===== src/rtl/seq_multiplier_pkg.sv =====
// Shared types and constants for the sequential shift-add multiplier.
// Holds the FSM state encoding and the bit-counter width helper.
// Imported by seq_multiplier; contains no logic.
package seq_multiplier_pkg;

  typedef enum logic [1:0] {
    IDLE = 2'd0,
    RUN  = 2'd1,
    DONE = 2'd2
  } state_t;

  // One extra bit over clog2 so the counter can reach WIDTH without wrapping.
  function automatic int cnt_width(input int width);
    return $clog2(width) + 1;
  endfunction

endpackage


===== src/rtl/nbit_adder.sv =====
// Parametrised ripple-carry adder used for each shift-add step.
// Latency: purely combinational.
// Backpressure: none; no flow control.
module nbit_adder #(
  parameter int N = 5
) (
  input  logic [N-1:0] i_a,
  input  logic [N-1:0] i_b,
  input  logic         i_cin,
  output logic [N-1:0] o_sum,
  output logic         o_cout
);

  logic [N:0] w_c;

  assign w_c[0] = i_cin;

  // One full-adder cell per bit, carry rippling upward.
  for (genvar g = 0; g < N; g++) begin : g_fa
    assign o_sum[g]  = i_a[g] ^ i_b[g] ^ w_c[g];
    assign w_c[g+1]  = (i_a[g] & i_b[g]) | (w_c[g] & (i_a[g] ^ i_b[g]));
  end

  assign o_cout = w_c[N];

endmodule


===== src/rtl/seq_multiplier.sv =====
// Sequential shift-add multiplier, one multiplier bit per cycle, LSB first.
// Latency: out_valid rises WIDTH clock edges after the acceptance edge.
// Backpressure: product held in DONE until out_ready; in_ready only in IDLE.
// Optional macro SEQ_MULT_SIGNED_EN adds op_signed for two's-complement operands.
module seq_multiplier
  import seq_multiplier_pkg::*;
#(
  parameter int WIDTH = 4
) (
  input  logic               clk,
  input  logic               rst_n,
  input  logic               in_valid,
  output logic               in_ready,
  input  logic [WIDTH-1:0]   a,
  input  logic [WIDTH-1:0]   b,
`ifdef SEQ_MULT_SIGNED_EN
  input  logic               op_signed,
`endif
  output logic               out_valid,
  input  logic               out_ready,
  output logic [2*WIDTH-1:0] p,
  output logic               busy
);

  localparam int            CW   = cnt_width(WIDTH);
  localparam logic [CW-1:0] LAST = CW'(WIDTH - 1);

  state_t         r_state;
  state_t         w_next;
  logic [WIDTH-1:0] r_a;
  logic [WIDTH-1:0] r_hi;
  logic [WIDTH-1:0] r_lo;
  logic [CW-1:0]    r_cnt;

  logic           w_signed;
  logic           w_bit;
  logic           w_sub;
  logic [WIDTH:0] w_acc;
  logic [WIDTH:0] w_mcand;
  logic [WIDTH:0] w_addend;
  logic [WIDTH:0] w_sum;
  logic           w_cin;
  logic           w_unused_cout;

`ifdef SEQ_MULT_SIGNED_EN
  logic r_signed;

  // Operand signedness is sampled only on the acceptance edge.
  always_ff @(posedge clk or negedge rst_n) begin
    if (!rst_n) begin
      r_signed <= 1'b0;
    end else if (r_state == IDLE && in_valid) begin
      r_signed <= op_signed;
    end
  end

  assign w_signed = r_signed;
`else
  assign w_signed = 1'b0;
`endif

  // The extra adder bit is a sign extension in signed mode and holds the
  // WIDTH-bit carry-out in unsigned mode, so it becomes the accumulator MSB.
  assign w_bit    = r_lo[0];
  assign w_sub    = w_signed & (r_cnt == LAST);
  assign w_acc    = {w_signed & r_hi[WIDTH-1], r_hi};
  assign w_mcand  = {w_signed & r_a[WIDTH-1], r_a};
  assign w_addend = !w_bit ? '0 : (w_sub ? ~w_mcand : w_mcand);
  assign w_cin    = w_bit & w_sub;

  nbit_adder #(.N(WIDTH + 1)) u_adder (
    .i_a    (w_acc),
    .i_b    (w_addend),
    .i_cin  (w_cin),
    .o_sum  (w_sum),
    .o_cout (w_unused_cout)
  );

  // State register.
  always_ff @(posedge clk or negedge rst_n) begin
    if (!rst_n) begin
      r_state <= IDLE;
    end else begin
      r_state <= w_next;
    end
  end

  // Next-state and handshake outputs decoded from the current state.
  always_comb begin
    w_next    = r_state;
    in_ready  = 1'b0;
    out_valid = 1'b0;
    busy      = 1'b0;
    case (r_state)
      IDLE: begin
        in_ready = 1'b1;
        if (in_valid) w_next = RUN;
      end
      RUN: begin
        busy = 1'b1;
        if (r_cnt == LAST) w_next = DONE;
      end
      DONE: begin
        out_valid = 1'b1;
        if (out_ready) w_next = IDLE;
      end
      default: w_next = IDLE;
    endcase
  end

  // Capture operands on acceptance, then add-and-shift once per RUN cycle.
  always_ff @(posedge clk or negedge rst_n) begin
    if (!rst_n) begin
      r_a   <= '0;
      r_hi  <= '0;
      r_lo  <= '0;
      r_cnt <= '0;
    end else if (r_state == IDLE && in_valid) begin
      r_a   <= a;
      r_hi  <= '0;
      r_lo  <= b;
      r_cnt <= '0;
    end else if (r_state == RUN) begin
      r_hi  <= w_sum[WIDTH:1];
      r_lo  <= {w_sum[0], r_lo[WIDTH-1:1]};
      r_cnt <= r_cnt + CW'(1);
    end
  end

  assign p = {r_hi, r_lo};

endmodule


===== config.mk =====
export PLATFORM = sky130hd
export DESIGN_NAME = seq_multiplier
export DESIGN_NICKNAME = d
export VERILOG_FILES = /design/src/rtl/seq_multiplier_pkg.sv /design/src/rtl/nbit_adder.sv /design/src/rtl/seq_multiplier.sv
export SDC_FILE = /design/constraint.sdc
export NUM_CORES = 1
export LEC_CHECK = 0
export ABC_AREA = 0
export CAP_MARGIN = 20
export CORE_MARGIN = 4
export CORE_UTILIZATION = 35
export DETAILED_ROUTE_END_ITERATION = 6
export RECOVER_POWER = 25
export SLEW_MARGIN = 20
export SYNTH_ARGS = -nofsm -noshare
export SYNTH_HDL_FRONTEND = slang
export SYNTH_HIERARCHICAL = 1
export SYNTH_SLANG_ARGS = --single-unit

===== constraint.sdc =====
create_clock -name clk -period 5.4 [get_ports clk]
set_clock_uncertainty 0.1 [all_clocks]
set_input_delay 0.54 -clock clk [delete_from_list [all_inputs] [get_ports clk]]
set_output_delay 0.54 -clock clk [all_outputs]
set_load 0.005 [all_outputs]

==> reports/qor.yml <==
post_cts_resize_count: 0
intPower_mw: 0.434
final-hold-violation-count: 0
worst-path-max-fanout: 6
worstHoldPathType: "reg -> reg"
maxSlewViolCount: 0
vdd_ir_drop_max_mv: 0.288
aggregate_routed_wire_length_um: 1810
cts_buffer_depth: 2
areaGrowthSynthToFinish_pct: 30.5
design.final.nets: 127
yosysWarnings: 6
post-cts-setup-buffer-count: 0
dieArea_mm2: 0.00355
p_sw_mw: 0.257
max_freq_mhz: 377
postCtsHoldBufs: 0
drcViolationCount: 0
combinationalPowerShare: 0.539
port_buffers: 22
worst_pin_slew_ps: 768
highest_count_cells_in_the_layout_ignoring_fill_and_taps: "20 x sky130_fd_sc_hd__clkdlybuf4s50_1, 17 x sky130_fd_sc_hd__dfrtp_1, 14 x sky130_fd_sc_hd__inv_1"
grt_max_degree: 18
dp.cells: 133
critPathArrivalTime_ps: 2730
synthesis.area_per_instance_um2: 11.6
cts_tree: "built"
sequentialPowerShare: 0.366
finalCoreUtilization: 0.486
grt_pass1_vias: 772
gate_count_of_the_mapped_netlist: 80
fp.dieH_um: 59.6
grt_setup_unrepaired: "no"
timing.final.setup_violations: 0
core-area_mm2: 0.00250
p_sw_frac: 0.372
grt_remaining_overflow: 0
cts.htree.levels: 1
mostFrequentLayoutCell: "sky130_fd_sc_hd__clkdlybuf4s50_1"
gp_congestion: 0.726
drt_pre_antenna_iters: 4
cts_buffers: 3
row_count: 18
fin_tns_setup_ps: 0
layout.cells.non_filler: 137
path_type_of_the_worst_setup_path: "reg -> reg"
viasPerCell: 4.74
timing.final.crit_share: 0.492
clk_latency_ps: 280
final_area_mm2: 0.00121
end_kind: "register"
drv_cap: 0
outcome: "completed"
static_leak_nw: 0.546
post_drt_wl_per_cell_um: 13.2
cts-root-buf: "sky130_fd_sc_hd__clkbuf_4"
worst_slew_margin_rel: 0.486
power.density_cell_area_mw_per_mm2: 569
via_count: 650
timing.final.crit_period_ps: 2650
fp.dieW_um: 59.6
clockPowerShare: 0.094
ios: 23
clock-sinks: 17
worst_setup_hold_path_clk_slew_ps: 90
postPlaceCellArea_mm2: 0.00119
layout.filler_cells: 248
wire_length_of_the_first_global_routing_pass_um: 3370
grtUsageTotal: 0.124
postRouteAntennaNets: 0
insertedDiodeCount: 0
hpwlAfterDp_um: 1420
starting_density_of_the_core: 0.372
mapped_area_um2: 931
worst_setup_path_start_kind: "register"
initial_antenna_violation_count: 0
drt_iter0_markers: 26
cp.required_ps: 5480
drive_above_1_share: 0.112
[final cells by class]
class | instances | area (µm²) | area share
Multi-Input combinational cell | 50 | 453 | 0.373
Sequential cell | 17 | 425 | 0.350
Timing Repair Buffer | 22 | 220 | 0.181
Inverter | 14 | 52.6 | 0.0433
Tap cell | 30 | 37.5 | 0.0309
Clock buffer | 4 | 26.3 | 0.0216
[metrics by stage]
| stage | total power, mW | worst slack, ps | hold slack, ps |
|---|---|---|---|
| 6_report | 0.691 | 2750 | 385 |
| 5_1_grt | 0.773 | 2600 | 427 |
| 4_1_cts | 0.706 | 2720 | 393 |
| 3_5_place_dp | 0.634 | 2740 | 370 |
| 3_3_place_gp | 0.627 | 2780 | 362 |
| 2_1_floorplan | 0.492 | 2830 | 144 |
[layer usage]
layer	up-vias	part of all wire	global-route usage
li1	315	-	-
met1	314	0.47	0.160
met2	21	0.44	0.207
met3	0	0.082	0.0349
met4	0	0	0.0285
met5	-	0	0
[power groups by stage]
stage | combinational (mW) | sequential, mW | clock, mW
floorplan | 0.259 | 0.234 | 0
global placement | 0.372 | 0.255 | 0
detailed placement | 0.377 | 0.257 | 0
CTS | 0.381 | 0.255 | 0.0696
global route | 0.432 | 0.267 | 0.0741
finish | 0.373 | 0.253 | 0.0652
[flip-flops by register name, summed over array words and instances (netlist names)]
| register | cells |
|---|---|
| r_state | 2 |
| r_lo | 4 |
| r_cnt | 3 |
| r_a | 4 |
| r_hi | 4 |
[path summary, 6_finish.rpt]
kind	from	endpoint	slack (ps)	cells past startpoint
min reg2reg	r_cnt[2]	r_cnt[2]	380	2
min in group asynchronous	rst_n	r_state[1]	670	1
max in group asynchronous	rst_n	r_lo[3]	4050	1
max reg2reg	r_lo[0]	r_hi[3]	2750	11
min	r_cnt[2]	r_cnt[2]	380	2
max	r_lo[0]	r_hi[3]	2750	11
[critical path, stage by stage, from the launching register on]
cell	delay [ps]
sky130_fd_sc_hd__dfrtp_1	430
sky130_fd_sc_hd__and2_1	190
sky130_fd_sc_hd__fa_1	390
sky130_fd_sc_hd__inv_1	70
sky130_fd_sc_hd__fa_1	150
sky130_fd_sc_hd__inv_1	50
sky130_fd_sc_hd__fa_1	370
sky130_fd_sc_hd__fa_1	360
sky130_fd_sc_hd__inv_1	70
sky130_fd_sc_hd__fa_1	150
sky130_fd_sc_hd__inv_1	40
sky130_fd_sc_hd__a22o_1	190
(Power assumes the default switching activity.)
